===== config.mk =====
export PLATFORM = sky130hd
export DESIGN_NAME = bcd_countdown
export DESIGN_NICKNAME = d
export VERILOG_FILES = /design/src/rtl/bcd_countdown.sv
export SDC_FILE = /design/constraint.sdc
export NUM_CORES = 1
export LEC_CHECK = 0
export ABC_CLOCK_PERIOD_IN_PS = 7700
export CAP_MARGIN = 20
export CORE_UTILIZATION = 35
export DETAILED_ROUTE_END_ITERATION = 8
export PLACE_DENSITY = 0.57
export SYNTH_ARGS = -nofsm -noshare
export SYNTH_HDL_FRONTEND = slang
export SYNTH_SLANG_ARGS = --single-unit
export TNS_END_PERCENT = 20

===== constraint.sdc =====
create_clock -name clk -period 7.7 [get_ports clk]
set_clock_uncertainty 0.2 [all_clocks]
set_input_delay 1.54 -clock clk [delete_from_list [all_inputs] [get_ports clk]]
set_output_delay 1.54 -clock clk [all_outputs]
set_load 0.005 [all_outputs]

===== src/rtl/bcd_countdown.sv =====
// BCD countdown timer with penalty deduction, pause/abort control and expiry flag.
// Count is held as DIGITS packed BCD digits; all arithmetic stays in BCD.
module bcd_countdown #(
    parameter int                    DIGITS     = 3,
    parameter logic [4*DIGITS-1:0]   RESET_TIME = 'h200
) (
    input  logic                  clk,
    input  logic                  reset,
    input  logic [4*DIGITS-1:0]   init_time,
    input  logic                  load,
    input  logic                  start,
    input  logic                  pause,
    input  logic                  abort,
    input  logic                  tick,
    input  logic                  penalty,
    input  logic [4*DIGITS-1:0]   penalty_time,
    output logic [4*DIGITS-1:0]   count,
    output logic                  running,
    output logic                  expired,
    output logic                  expire_pulse
);

    localparam int W = 4 * DIGITS;

    typedef enum logic [1:0] {
        S_IDLE,
        S_RUN,
        S_PAUSE,
        S_EXPIRED
    } state_t;

    state_t         r_state;
    logic [W-1:0]   r_count;
    logic           r_running;
    logic           r_expired;
    logic           r_expire_pulse;

    logic           w_tick_en;
    logic           w_pen_en;
    logic           w_update;
    logic           w_borrow;
    logic [W-1:0]   w_sub_amt;
    logic [W-1:0]   w_diff;
    logic [W-1:0]   w_next_count;
    logic           w_hit_zero;

    function automatic logic [W-1:0] bcd_clamp(input logic [W-1:0] v);
        logic [W-1:0] res;
        res = '0;
        for (int i = 0; i < DIGITS; i++) begin
            res[4*i +: 4] = (v[4*i +: 4] > 4'd9) ? 4'd9 : v[4*i +: 4];
        end
        return res;
    endfunction

    // Ripple BCD subtraction; 4-bit modular arithmetic is exact because every digit result lands in 0..9.
    function automatic logic [W:0] bcd_sub(input logic [W-1:0] a, input logic [W-1:0] b,
                                           input logic bin);
        logic [W-1:0] res;
        logic         br;
        logic         lt;
        logic [3:0]   ad;
        logic [3:0]   bd;
        res = '0;
        br  = bin;
        for (int i = 0; i < DIGITS; i++) begin
            ad = a[4*i +: 4];
            bd = b[4*i +: 4];
            lt = ({1'b0, ad} < ({1'b0, bd} + {4'd0, br}));
            res[4*i +: 4] = lt ? (ad + 4'd10 - bd - {3'd0, br}) : (ad - bd - {3'd0, br});
            br = lt;
        end
        return {br, res};
    endfunction

    always_comb begin
        w_tick_en = tick && (r_state == S_RUN);
        w_pen_en  = penalty && ((r_state == S_RUN) || (r_state == S_PAUSE));
        w_update  = w_tick_en || w_pen_en;
        // Out-of-range penalty digits are clamped so the subtractor never sees a non-BCD digit.
        w_sub_amt = w_pen_en ? bcd_clamp(penalty_time) : '0;
        {w_borrow, w_diff} = bcd_sub(r_count, w_sub_amt, w_tick_en);
        w_next_count = w_borrow ? '0 : w_diff;
        w_hit_zero   = w_update && (w_next_count == '0);
    end

    always_ff @(posedge clk or posedge reset) begin
        if (reset) begin
            r_state        <= S_IDLE;
            r_count        <= RESET_TIME;
            r_running      <= 1'b0;
            r_expired      <= 1'b0;
            r_expire_pulse <= 1'b0;
        end else begin
            r_expire_pulse <= 1'b0;
            if (load) begin
                r_state   <= S_IDLE;
                r_count   <= bcd_clamp(init_time);
                r_running <= 1'b0;
                r_expired <= 1'b0;
            end else begin
                case (r_state)
                    S_IDLE: begin
                        if (!abort && !pause && start && (r_count != '0)) begin
                            r_state   <= S_RUN;
                            r_running <= 1'b1;
                        end
                    end
                    S_RUN, S_PAUSE: begin
                        if (abort) begin
                            r_state   <= S_IDLE;
                            r_running <= 1'b0;
                        end else begin
                            if (w_update) begin
                                r_count <= w_next_count;
                            end
                            // Reaching zero wins over a simultaneous pause or start.
                            if (w_hit_zero) begin
                                r_state        <= S_EXPIRED;
                                r_running      <= 1'b0;
                                r_expired      <= 1'b1;
                                r_expire_pulse <= 1'b1;
                            end else if (pause) begin
                                r_state   <= S_PAUSE;
                                r_running <= 1'b0;
                            end else if (start) begin
                                r_state   <= S_RUN;
                                r_running <= 1'b1;
                            end
                        end
                    end
                    S_EXPIRED: begin
                        r_running <= 1'b0;
                        r_expired <= 1'b1;
                    end
                    default: begin
                        r_state   <= S_IDLE;
                        r_running <= 1'b0;
                        r_expired <= 1'b0;
                    end
                endcase
            end
        end
    end

    assign count        = r_count;
    assign running      = r_running;
    assign expired      = r_expired;
    assign expire_pulse = r_expire_pulse;

endmodule


==> results.ini <==
[global_routing]
first_global_vias=2298
grt-ovfl-total=0
antenna_found_initial=0
globalRouteTotalUtil=0.199
global_route_wire_length_before_repair_um=11500
maximum_number_of_pins_on_one_net_before_global_route_repair=25

[pwr]
seqPwrFrac=0.189
combinationalPowerShare=0.714
power_per_cell_area_mw_per_mm2=235
power.internal_mw=0.385
vdd_ir_drop_max_mv=0.128
power.clock.fraction=0.097
power.total_mw=0.724
power_switching_share=0.469
netSwitchingPower_mw=0.339
leakagePower_nw=1.41

[finish]
area_growth_pct=27.2
fin_nets=420
antenna_cells_inserted=0
final-instance-count-excl-fill=415
finalInstanceArea_mm2=0.00308
final_core_utilization=0.474
drive_above_1_share=0.0769

[critical_path]
endpoint_kind=register
crit_path_start=penalty_time[2]
critPathRequiredTime_ns=7.67
timing.critical_path.fanout_max=5
rr_startpoint=r_state[0]
crit_top_cell=sky130_fd_sc_hd__ha_1
critPathKind=primary input to register
cpMaxStageDelayCell=sky130_fd_sc_hd__fa_1
timing.critical_path.arrival_ns=7.25
crit_path_start_kind=primary input
critPathMaxStageDelay_ns=0.54

[logic_synthesis]
ys_top_cells_by_area=sky130_fd_sc_hd__ha_1 21%, sky130_fd_sc_hd__dfrtp_1 17%, sky130_fd_sc_hd__fa_1 6.6%
synthMuxAreaShare=0.00879
synth_area_mm2=0.00242
ys_seq_elements=17
seq_area_frac_synth=0.176
xor_and_xnor_area_share_after_synthesis=0.0579
post-synth-top-area-fraction=0.212
synthCells=287
post_synth_num_cell_types=56
synth_top_cell_by_area=sky130_fd_sc_hd__ha_1
fraction_of_the_mapped_netlist_area_in_compound_gates=0.237
synth_flop_cell=sky130_fd_sc_hd__dfrtp_1
synth_nets=368
yosys.cell_count.top_type=sky130_fd_sc_hd__ha_1
syn-mean-instance-area_um2=8.43
combinational_family_with_the_most_area_after_synthesis=adder cells
post_synth_and_or_nand_nor_area_fraction=0.168
synth_top_cells_by_count=41 x sky130_fd_sc_hd__ha_1, 38 x sky130_fd_sc_hd__inv_1, 19 x sky130_fd_sc_hd__nand2_1, 17 x sky130_fd_sc_hd__nor2_1, 17 x sky130_fd_sc_hd__o21ai_0
yosys.area_share.adder=0.278
asyncSetResetFlopFracSynth=1.00
synth_edf_count=0
yosys_warnings=0

[placed_design]
numPortBuffers=46
place.detailed.instances=410
dpl-instance-area_mm2=0.00299
hpwl_detailed_um=5470
pre_cts_ws_ns=0.207
place_congestion=0.844

[timing]
report.final.hold_viol_count=0
slew_hr=0.416
fin_hold_ws_ns=0.371
worst-slew-pin-transition_ns=0.871
rsz0062_at_grt=no
tns_ns=0
clock.fmax_mhz=137
final.period_utilization=0.945
finalCriticalPeriod_ns=7.28
setup_slack_ns=0.420
timing.final.max_slew_violations=0
setup_viol=0

[clocking]
quantity_of_hold_fixing_buffers_added_after_cts=0
cts_tree=yes
clk_pin_slew_worst_paths_ns=0.07
cts_num_sinks=17
clock_latency_on_the_worst_skew_pair_ns=0.26
ctsHtreeMaxLevel=1
clock_path_buffers=2
cts_root_buffer=sky130_fd_sc_hd__clkbuf_8
cts_inserted_buffers=3

[floorplan]
die_area_mm2=0.00725
core-area_mm2=0.00649
boundaryPins=47
start_util=0.372
die_height_um=85.1
die-width_um=85.1
placementRows=29

[min_path]
worstHoldStart=count[9]
holdCritPathClass=register to register

[outcome]
run_status=complete, no violations

[route]
num_vias=2250
drt_iter0_drc=109
drtAntennaViolNets=0
routed_wirelength_um=6680
post-route-drc-count=0
first_pass_iters=4
post_drt_wl_per_cell_um=16.1
via_per_inst=5.42

[flow_run]
cap_viol_max_count=0

## layer usage
layer | vias to the layer above | track usage | share of wire
met4 | 0 | 0.0478 | 0.016
met3 | 8 | 0.0214 | 0.032
met1 | 1070 | 0.281 | 0.49
met5 | - | 0 | 0
met2 | 47 | 0.327 | 0.46
li1 | 1125 | - | -
## sequential cells by signal, summed over array words and instances (netlist names)
signal and cells:
expired 1, r_state 2, count 12, running 1, expire_pulse 1
## cell families (layout without fill, tap and decap cells)
group	count (synthesis)	after routing
xor+xnor	16	16
buf+inv	44	95
mux	2	2
fa+ha+maj	49	49
simple gates	77	77
flops	17	17
compound gates	82	82
## layout make-up
cell class,count,area (um2)
fillers,668,3420
multi-input cells,226,1850
repair buffers,53,513
flip-flops and latches,17,427
inverters,38,143
well taps,77,96.3
clock buffers,4,45.0
## critical path, delay by kind of cell
kind                     cells  cell delay [ns]
XOR/XNOR                     1             0.18
buffers and inverters        5             0.72
AND/OR/NAND/NOR              8             0.83
AO/OA/AOI/OAI                6             1.53
adder cells (fa/ha/maj)      9             2.45
## layout by cell type (no fill, tap or decap), types with 2 or more instances in the layout
master,instances
sky130_fd_sc_hd__ha_1,41
sky130_fd_sc_hd__o21ai_0,17
sky130_fd_sc_hd__xor2_1,6
sky130_fd_sc_hd__and3_1,3
sky130_fd_sc_hd__nor2b_1,2
sky130_fd_sc_hd__o221ai_1,4
sky130_fd_sc_hd__a22oi_1,2
sky130_fd_sc_hd__or3_1,3
sky130_fd_sc_hd__clkdlybuf4s50_1,46
sky130_fd_sc_hd__or2_2,2
sky130_fd_sc_hd__and2_1,5
sky130_fd_sc_hd__nand3b_1,2
sky130_fd_sc_hd__a21oi_1,16
sky130_fd_sc_hd__inv_1,38
sky130_fd_sc_hd__clkbuf_8,3
sky130_fd_sc_hd__o31ai_1,4
sky130_fd_sc_hd__buf_4,7
sky130_fd_sc_hd__a31oi_1,3
sky130_fd_sc_hd__nor3_1,4
sky130_fd_sc_hd__o21a_1,10
sky130_fd_sc_hd__nand3_1,4
sky130_fd_sc_hd__xnor2_1,9
sky130_fd_sc_hd__nor4_1,5
sky130_fd_sc_hd__o211ai_1,2
sky130_fd_sc_hd__o22ai_1,2
sky130_fd_sc_hd__dfrtp_1,16
sky130_fd_sc_hd__a211oi_1,3
sky130_fd_sc_hd__fa_1,8
sky130_fd_sc_hd__nor2_1,17
sky130_fd_sc_hd__a221oi_1,3
sky130_fd_sc_hd__nand2_1,19
sky130_fd_sc_hd__nand2b_1,5
sky130_fd_sc_hd__a31o_2,2
## repair_timing
item | CTS | global route
resized for setup | 0 | 5
setup endpoints to repair | 0 | 2
setup buffers | 0 | 1
## path summary, 6_finish.rpt
kind / end / slack (ns) / cells past startpoint
worst max-delay path: r_state[0] / 0.42 / 29
worst min-delay path: count[9] / 0.37 / 2
worst max register to register: r_state[0] / 1.26 / 29
worst min register to register: count[9] / 0.37 / 2
max in group asynchronous: count[3] / 5.34 / 2
min in group asynchronous: expired / 1.50 / 2
## power groups by stage
stage	clock network, mW	logic [mW]	registers [mW]
after floorplan	0	0.332	0.131
after global placement	0	0.483	0.139
after detailed placement	0	0.487	0.139
after CTS	0.0711	0.492	0.137
after global routing	0.0746	0.580	0.141
final	0.0703	0.517	0.137
No activity file was read; power rests on OpenSTA's default activity.
==> variant: new RTL, same settings <==
`DIGITS`: 3 -> 5.
--- a/src/rtl/bcd_countdown.sv
+++ b/src/rtl/bcd_countdown.sv
@@ -2,5 +2,5 @@
 // Count is held as DIGITS packed BCD digits; all arithmetic stays in BCD.
 module bcd_countdown #(
-    parameter int                    DIGITS     = 3,
+    parameter int                    DIGITS     = 5,
     parameter logic [4*DIGITS-1:0]   RESET_TIME = 'h200
 ) (
Interface: changed (resized count, init_time and penalty_time); port bits go from 47 to 71. The function was not compared with the original's and may differ.
==> variant against the unedited design <==
The run now ends with setup timing left; final area is 89% higher; utilization is 8.8 points higher; via count up 77%; critical endpoint is now r_state[1]; sequential cell count grew 8; routed wire length increased by 92%; total power rose by 36%; synthesized cell count increased by 58%; first-iteration DRC count rose by 89%; sequential share of layout area shrank 3.1 points; worst setup slack got worse by 2.3 ns; hold slack lost 0.015 ns; critical path type unchanged; cell count is 84% higher; synthesized area grew 56%; largest cell class unchanged.
==> variant: results (changes against the unedited design) <==
| Metric | Value |
|---|---|
| Worst-Skew Late Latency | `0.28 ns (+0.02 ns)` |
| Repair and plain buffers | `180 (+240%)` |
| Fraction of area in clock buffers and inverters | `0.00794 (-0.00670)` |
| Xor-xnor portion of the synthesized cell area | `0.0696 (+0.0116)` |
| Fraction of layout cells with a size suffix above 1 | `0.301 (+0.224)` |
| Leakage power | `2.75 nW (+94%)` |
| CTS clock-pin slew for the worst setup and hold paths | `0.10 ns (+0.03 ns)` |
| Period minus WS final | `9.57 ns (+2.29 ns)` |
| Synth top cells by count | `ha_1 (69), inv_1 (63), o21ai_0 (38)` |
| Syn Area/Cell | `8.34 um2 (-1.1%)` |
| Area contributors post-synth | `ha_1 (23%), dfrtp_1 (16%), fa_1 (7.4%), inv_1 (6.3%), o21ai_0 (5.0%)` |
| Syn-to-layout area delta | `54.4%` |
| Failing checks | `setup timing` |
| Detailed-route via count | `3984 (+77%)` |
| Met3 GRT Util | `0.0210 (-0.000374)` |
| Post-CTS sizing | `43 (+43)` |
| Inverters | `64 (+68%)` |
| Largest net degree at the start of global routing | `30 (+20%)` |
| Met1 WL | `5700 um (+74%)` |
| M1 GR Usage | `0.306 (+0.0254)` |
| Critical Path Max Stage Delay | `0.40 ns (-0.14 ns)` |
| Final Worst Setup Slack | `-1.87 ns (-2.29 ns)` |
| Critical path data arrival time | `9.54 ns (+2.29 ns)` |
| Met3 routed WL | `716 um (+240%)` |
| NonClk Buf Share | `0.266 (+0.0994)` |
| Status | `finished with violations` |
| Sequential area share after synthesis | `0.166 (-0.0104)` |
| Hold endpoint | `expired` |
| Setup-failing EPs final | `25 (+25)` |
==> variant: cell types whose count changed after synthesis, sizes merged, moves of 7 or more <==
cell and delta:
ha +28, xnor2 +7, nor2 +10, inv +26, a21oi +15, o21ai +26, xor2 +7, o211ai +7
dfrtp +8
==> variant: cells by family after synthesis <==
group | after synthesis
mux | 4
compound gates | 129
xor+xnor | 30
simple gates | 109
buf+inv | 73
fa+ha+maj | 83
flops | 25
==> variant: power by group through the flow <==
stage,Sequential [mW],Clock [mW],Combinational (mW)
2_1_floorplan,0.183,0,0.341
3_3_place_gp,0.190,0,0.565
3_5_place_dp,0.190,0,0.579
4_1_cts,0.188,0.0873,0.660
5_1_grt,0.192,0.0906,0.783
6_report,0.189,0.0863,0.712
==> variant: critical path: cells and delay by family <==
kind,cells,cell delay (ns)
XOR/XNOR,1,0.15
AND/OR/NAND/NOR,7,1.16
adder cells (fa/ha/maj),6,1.27
AO/OA/AOI/OAI,7,1.09
buffers and inverters,36,4.31
